[src/rtl/axi_burst_master.sv]
// AXI3 burst master: bridges one CPU-side request port onto AXI, one INCR transaction in flight.
// Reads stream back on rbeat_*. Writes pass straight through from wbeat_* to the W channel.
module axi_burst_master #(
    parameter int unsigned ADDR_W  = 32,
    parameter int unsigned DATA_W  = 32,
    parameter int unsigned ID_W    = 4,
    parameter int unsigned MAX_LEN = 16,
    localparam int unsigned STRB_W = DATA_W / 8
) (
    input  logic              aclk,
    input  logic              areset,
    input  logic              req_valid,
    output logic              req_ready,
    input  logic              req_we,
    input  logic [ADDR_W-1:0] req_addr,
    input  logic [7:0]        req_len,
    input  logic [2:0]        req_size,
    input  logic [ID_W-1:0]   req_id,
    input  logic              wbeat_valid,
    output logic              wbeat_ready,
    input  logic [DATA_W-1:0] wbeat_data,
    input  logic [STRB_W-1:0] wbeat_strb,
    output logic              rbeat_valid,
    output logic [DATA_W-1:0] rbeat_data,
    output logic              rbeat_last,
    output logic              done,
    output logic              err,
    output logic [ID_W-1:0]   m_arid,
    output logic [ADDR_W-1:0] m_araddr,
    output logic [3:0]        m_arlen,
    output logic [2:0]        m_arsize,
    output logic [1:0]        m_arburst,
    output logic [1:0]        m_arlock,
    output logic [3:0]        m_arcache,
    output logic [2:0]        m_arprot,
    output logic              m_arvalid,
    input  logic              m_arready,
    input  logic [ID_W-1:0]   m_rid,
    input  logic [DATA_W-1:0] m_rdata,
    input  logic [1:0]        m_rresp,
    input  logic              m_rlast,
    input  logic              m_rvalid,
    output logic              m_rready,
    output logic [ID_W-1:0]   m_awid,
    output logic [ADDR_W-1:0] m_awaddr,
    output logic [3:0]        m_awlen,
    output logic [2:0]        m_awsize,
    output logic [1:0]        m_awburst,
    output logic [1:0]        m_awlock,
    output logic [3:0]        m_awcache,
    output logic [2:0]        m_awprot,
    output logic              m_awvalid,
    input  logic              m_awready,
    output logic [ID_W-1:0]   m_wid,
    output logic [DATA_W-1:0] m_wdata,
    output logic [STRB_W-1:0] m_wstrb,
    output logic              m_wlast,
    output logic              m_wvalid,
    input  logic              m_wready,
    input  logic [ID_W-1:0]   m_bid,
    input  logic [1:0]        m_bresp,
    input  logic              m_bvalid,
    output logic              m_bready
);

    typedef enum logic [2:0] {S_IDLE, S_AR, S_R, S_AW, S_W, S_B, S_ERR} state_t;

    state_t            state;
    logic [ADDR_W-1:0] addr_q;
    logic [7:0]        len_q;
    logic [2:0]        size_q;
    logic [ID_W-1:0]   id_q;
    logic [7:0]        cnt_q;
    logic              err_q;
    logic              r_beat_err;
    logic              unused_ids;

    // A beat is bad on a non-OKAY response or when RLAST disagrees with the expected final beat.
    assign r_beat_err = (m_rresp != 2'b00) || (m_rlast != (cnt_q == len_q));
    assign unused_ids = ^{m_rid, m_bid};

    always_ff @(posedge aclk or posedge areset) begin
        if (areset) begin
            state       <= S_IDLE;
            addr_q      <= '0;
            len_q       <= '0;
            size_q      <= '0;
            id_q        <= '0;
            cnt_q       <= '0;
            err_q       <= 1'b0;
            req_ready   <= 1'b0;
            m_arvalid   <= 1'b0;
            m_awvalid   <= 1'b0;
            m_rready    <= 1'b0;
            m_bready    <= 1'b0;
            rbeat_valid <= 1'b0;
            rbeat_data  <= '0;
            rbeat_last  <= 1'b0;
            done        <= 1'b0;
            err         <= 1'b0;
        end else begin
            done        <= 1'b0;
            err         <= 1'b0;
            rbeat_valid <= 1'b0;
            rbeat_last  <= 1'b0;
            case (state)
                S_IDLE: begin
                    if (req_valid && req_ready) begin
                        addr_q    <= req_addr;
                        len_q     <= req_len;
                        size_q    <= req_size;
                        id_q      <= req_id;
                        cnt_q     <= '0;
                        err_q     <= 1'b0;
                        req_ready <= 1'b0;
                        if (req_len >= 8'(MAX_LEN)) begin
                            state <= S_ERR;
                            done  <= 1'b1;
                            err   <= 1'b1;
                        end else if (req_we) begin
                            state     <= S_AW;
                            m_awvalid <= 1'b1;
                        end else begin
                            state     <= S_AR;
                            m_arvalid <= 1'b1;
                        end
                    end else begin
                        req_ready <= 1'b1;
                    end
                end
                S_AR: begin
                    if (m_arready) begin
                        m_arvalid <= 1'b0;
                        m_rready  <= 1'b1;
                        state     <= S_R;
                    end
                end
                S_R: begin
                    if (m_rvalid) begin
                        rbeat_valid <= 1'b1;
                        rbeat_data  <= m_rdata;
                        rbeat_last  <= m_rlast;
                        cnt_q       <= cnt_q + 8'd1;
                        if (m_rlast) begin
                            m_rready <= 1'b0;
                            done     <= 1'b1;
                            err      <= err_q | r_beat_err;
                            state    <= S_IDLE;
                        end else begin
                            err_q <= err_q | r_beat_err;
                        end
                    end
                end
                S_AW: begin
                    if (m_awready) begin
                        m_awvalid <= 1'b0;
                        state     <= S_W;
                    end
                end
                S_W: begin
                    if (m_wvalid && m_wready) begin
                        cnt_q <= cnt_q + 8'd1;
                        if (cnt_q == len_q) begin
                            m_bready <= 1'b1;
                            state    <= S_B;
                        end
                    end
                end
                S_B: begin
                    if (m_bvalid) begin
                        m_bready <= 1'b0;
                        done     <= 1'b1;
                        err      <= err_q | (m_bresp != 2'b00);
                        state    <= S_IDLE;
                    end
                end
                S_ERR: begin
                    req_ready <= 1'b1;
                    state     <= S_IDLE;
                end
                default: state <= S_IDLE;
            endcase
        end
    end

    // W channel is a direct pass-through, gated so no beat can leave before AW completes.
    assign m_wvalid    = (state == S_W) && wbeat_valid;
    assign wbeat_ready = (state == S_W) && m_wready;
    assign m_wlast     = (state == S_W) && (cnt_q == len_q);
    assign m_wdata     = wbeat_data;
    assign m_wstrb     = wbeat_strb;
    assign m_wid       = id_q;

    assign m_arid    = id_q;
    assign m_araddr  = addr_q;
    assign m_arlen   = 4'(len_q);
    assign m_arsize  = size_q;
    assign m_arburst = 2'b01;
    assign m_arlock  = 2'b00;
    assign m_arcache = 4'b0000;
    assign m_arprot  = 3'b000;

    assign m_awid    = id_q;
    assign m_awaddr  = addr_q;
    assign m_awlen   = 4'(len_q);
    assign m_awsize  = size_q;
    assign m_awburst = 2'b01;
    assign m_awlock  = 2'b00;
    assign m_awcache = 4'b0000;
    assign m_awprot  = 3'b000;

endmodule
[config.mk]
export PLATFORM = sky130hd
export DESIGN_NAME = axi_burst_master
export DESIGN_NICKNAME = d
export VERILOG_FILES = /design/src/rtl/axi_burst_master.sv
export SDC_FILE = /design/constraint.sdc
export NUM_CORES = 1
export LEC_CHECK = 0
export CORE_AREA = 2 2 128 130
export CTS_CLUSTER_SIZE = 16
export DETAILED_ROUTE_END_ITERATION = 16
export DIE_AREA = 0 0 130 132
export DONT_BUFFER_PORTS = 1
export HOLD_SLACK_MARGIN = 0.05
export SLEW_MARGIN = 20
export SYNTH_ARGS = -nofsm -noshare
export SYNTH_HDL_FRONTEND = slang
export SYNTH_SLANG_ARGS = --single-unit
[constraint.sdc]
create_clock -name aclk -period 6.32 [get_ports aclk]
set_clock_uncertainty 0.1 [all_clocks]
set_input_delay 0.316 -clock aclk [delete_from_list [all_inputs] [get_ports aclk]]
set_output_delay 0.316 -clock aclk [all_outputs]
set_load 0.005 [all_outputs]
Yosys cells after proc, flatten, opt, wreduce, memory -nomap -nowiden. Index checks and enable logic that the tools add are counted.

Output and inout bits: 192. Bits in registers: 100. Input port bits: 138. Logic and storage cells: 119.

Bitwise logic cells: 2. Order comparisons: 1. Multiplexer cells: 53. Reduce and logical (&&, ||, !) cells: 25. Add/subtract/negate cells: 1. Equal/unequal tests: 20.

Operators by type and width (count): 2-to-1 mux 1 bit (30); 2-to-1 mux 3 bit (9); 2-to-1 mux 8 bit (3); != test 2 bit, second input constant (12); one-hot mux 8 bit (3 select lines) (1); one-hot mux 3 bit (6 select lines) (1); AND reduction 4 bit (4); nonzero test 2 bit (8); one-hot mux 1 bit (2 select lines) (6); AND reduction 5 bit (2); == test 3 bit, second input constant (3); adder 8 x 1 -> 8 bit, second input constant (1); == test 8 bit (1); greater-or-equal comparator 8 x 5 -> 1 bit, second input constant (1); AND reduction 8 bit (1); == test 3 x 2 -> 1 bit, second input constant (2); one-hot mux 1 bit (3 select lines) (2); logical AND 1 bit (5); AND reduction 2 bit (2); == test 3 x 1 -> 1 bit, second input constant (1); logical NOT 3 bit (1); nonzero test 3 bit (1); 2-to-1 mux 2 bit (1); bitwise OR 1 bit (2); 2 further kinds (2).

Logic depth before layout (Yosys ltp).
Word-level depth: 7. Depth in mapped cells: 6. Gate-level depth less buffers: 5.

Least setup slack after synthesis. OpenSTA, ideal clock, no wires.

Kind: register to register. From: reg state[0]. To: reg len_q[0]. Stages on the path, launching flop included: 6. Clock period less this slack: 1869 ps. Path buffers: 2. Required time: 6095 ps. Path slack: 4451 ps. Arrival time: 1644 ps. Setup time: 125 ps. Cell sequence: dfrtp_1 -> buf_2 -> or2_2 -> nor3_4 -> buf_4 -> mux2_2.

Longest elaborated chain between the ends: 2.

Ends and longest elaborated chain: from (decl) (RTL line 68) `state_t state;`; from (signal assigned) (RTL line 84) `state <= S_IDLE;`; from (signal assigned) (RTL line 117) `state <= S_ERR;`; from (signal assigned) (RTL line 121) `state <= S_AW;`; logical NOT 3 bit (RTL line 106) `case (state)`; AND reduction 2 bit (no source line); to (signal assigned) (RTL line 110) `len_q <= req_len;`; to (decl) (RTL line 70) `logic [7:0] len_q;`.

Every way passes these cells. A chain may end at the register's enable or synchronous reset.

Worst setup path in the final report.
From: reg state[0]. To: reg len_q[1].

Same word-level chain as after synthesis.

==> metrics <==
synthesized area=roughly 5000 um2; Synth Instances=422; period utilization=45.07%; RR Endpoint=len_q[1]; total clock sinks=100; CP endpoint kind=flop; FILL cells=around 1.5k; ys flop type=dfrtp_1; Setup TNS Final=0 ns; worst-path cell chain=or2_2, nor3_4, buf_4, mux2_2; Hold Path Sink=m_awvalid; DR WL/cell=approximately 19 um; Total GRT Usage=13.48%; initial antenna violation count=0; Max-slew headroom=a little under two fifths; gpl congestion=0.6891; worst skew pair latency=0.35 ns; fraction of registers with async set/reset=100.0%; Area Overhead vs Synth=12.66%; Fmax achieved=0.3511 GHz; Seq/Total Area, Yosys=about half; R2R depth=4; Worst path max stage delay=roughly 0.6 ns; Worst VDD drop=172.6 uV; Commonest cells post-synth=buf_4 (114), dfrtp_1 (100), mux2_2 (76), nand2_1 (12), nor2_1 (11); Nets=554; outcome=completed; largest net degree at the start of global routing=73; Port Buffer Count=0; PwrDens=416.4 nW/um2; CTS tree=done; # diodes=0; Startpoint Class=flop; Antenna Violating Nets Remaining=0; max_cap viols=0; count leader, synth=buf_4; starting density of the core=32.08%; flop2flop setup slack=3.47 ns; Yosys top cell by area=dfrtp_1; Die ar.=17160 um2; worst path arrival time=2.98 ns; TritonRoute pass-1 iters=4; Min-Delay Path Depth=3; Routed Wire Length=11910 um; drt drc=0; vias in the first global route=around 3.1k; # resized after CTS=0; synth top area cells=dfrtp_1 (50%), buf_4 (17%), mux2_2 (17%); Die Y=132 um; unrepaired setup endpoints after global routing=no; Post-synth EDFFs=0; #FFs+latches synth=100; Final Cell Area=approximately 5700 um2; io pins=330; placed cell areas=approximately 4500 um2; Horiz. Die Dim=130 um; first-pass GRT wire length=17470 um; core area=15710 um2; Warnings, synthesis=0; post-synthesis cell type count=48; dpl hpwl=8478 um; Design Power=approximately 0.0024 W; crit path time final=about 2.8 ns; clk buf depth=2; slowest stage cell, crit path=dfrtp_1; CTS clk-pin slew, worst paths=0.07 ns; syn_area_per_cell=11.94 um2; Cell Rows=46; crit path max fanout=40; min-delay src=m_awready; dpl cells=538; Util after Layout=between 30% and 40%; cts bufs inserted=9; # setup viols final=0; WP data required=~6.5 ns; vias=2991; H-tree depth reported by CTS=3; worst-margin pin slew=about 0.9 ns; leakage=2.454 nW; vias per cell=4.703; Initial DRC Count=92; Root Driver=clkbuf_16; RR Startpoint=state[0]; Fin. Hold Viols=0; Synth top area share=49.65%; Worst Hold Class=in2reg; ratio of cells with drive above 1 in the final layout=a little under a quarter; grt ovf=0; max-slew violations=0; Crit Path Class=reg2reg; Post-CTS Setup Bufs=0; # hold bufs at CTS=82; Post-Layout Cell Count=636
[state kept, by name (all words and copies together) (netlist names), 3 cells and up]
signal and cells:
cnt_q 8, len_q 8, m_araddr 32, m_arid 4
m_arsize 3, rbeat_data 32, state 3
[per-stage QoR]
step                worst slack [ns]  hold slack (ns)
floorplan                      3.285           0.3308
global placement               3.515          0.08964
detailed placement             3.462          0.09254
CTS                            3.449          0.08278
global route                   3.326           0.1036
finish                         3.472          0.09494
[cell families after synthesis]
family / after synthesis / synth area share [%]
AOI/OAI and AO/OA: 42 / 5.835
DFF: 100 / 49.65
other: 2 / 0.1490
adders and majority gates: 1 / 0.2482
and+or+nand+nor: 53 / 5.834
buffers and inverters: 134 / 18.64
muxes: 81 / 18.07
xor gates and xnor gates: 9 / 1.564
[where the power goes]
group / internal (W) / total, W / leakage (nW) / switching, W
Sequential: 0.000918 / 0.00126 / 1.25 / 0.000343
Combinational: 0.000309 / 0.000501 / 1.05 / 0.000193
Clock: 0.000352 / 0.000602 / 0.154 / 0.000251
[layout make-up]
| class | instances | area [um2] | area share (%) |
|---|---|---|---|
| sequential | 100 | 2502 | 44.07 |
| tap | 216 | 270.3 | 4.760 |
| clock inverter | 6 | 93.84 | 1.653 |
| clock buffer | 10 | 229.0 | 4.033 |
| timing repair buffer | 87 | 858.3 | 15.12 |
| multi-input combinational | 208 | 1688 | 29.73 |
| inverter | 9 | 36.28 | 0.6390 |
[worst max-delay path by stage]
stage / startpoint / to / slack [ns] / depth (start not counted)
6_report: state[0] / len_q[1] / 3.47 / 4
5_1_grt: state[0] / len_q[1] / 3.33 / 4
4_1_cts: state[0] / m_araddr[12] / 3.45 / 4
3_5_place_dp: state[0] / m_araddr[12] / 3.46 / 4
3_3_place_gp: state[0] / m_araddr[8] / 3.52 / 4
2_1_floorplan: areset / cnt_q[0] / 3.29 / 1
[metal layers]
layer | track usage (%) | wire length, um | vias to the layer above | share of wire (%)
met3 | 6.494 | 1417 | 10 | 12
met1 | 13.04 | 4043 | 1458 | 34
met2 | 24.43 | 6267 | 218 | 53
met4 | 5.018 | 183 | 0 | 1.5
met5 | 0 | 0 | - | 0
li1 | - | - | 1305 | -
[critical path: cells and delay by family, from the launching register on]
family,cells,cell delay (ns)
muxes,1,0.40
DFF,1,0.61
and+or+nand+nor,2,1.01
buffers and inverters,1,0.57
[placed cells by master (no fill, tap or decap), drive strengths merged, types with 5 or more instances in the layout]
cell type      n
mux2          80
nor2          11
buf            5
dfrtp        100
o21ai          8
inv           12
conb          22
nand2         12
xor2           8
clkbuf        10
a21oi          7
dlygate4sd3   82
Note: power is estimated with default switching activity, not from simulation.
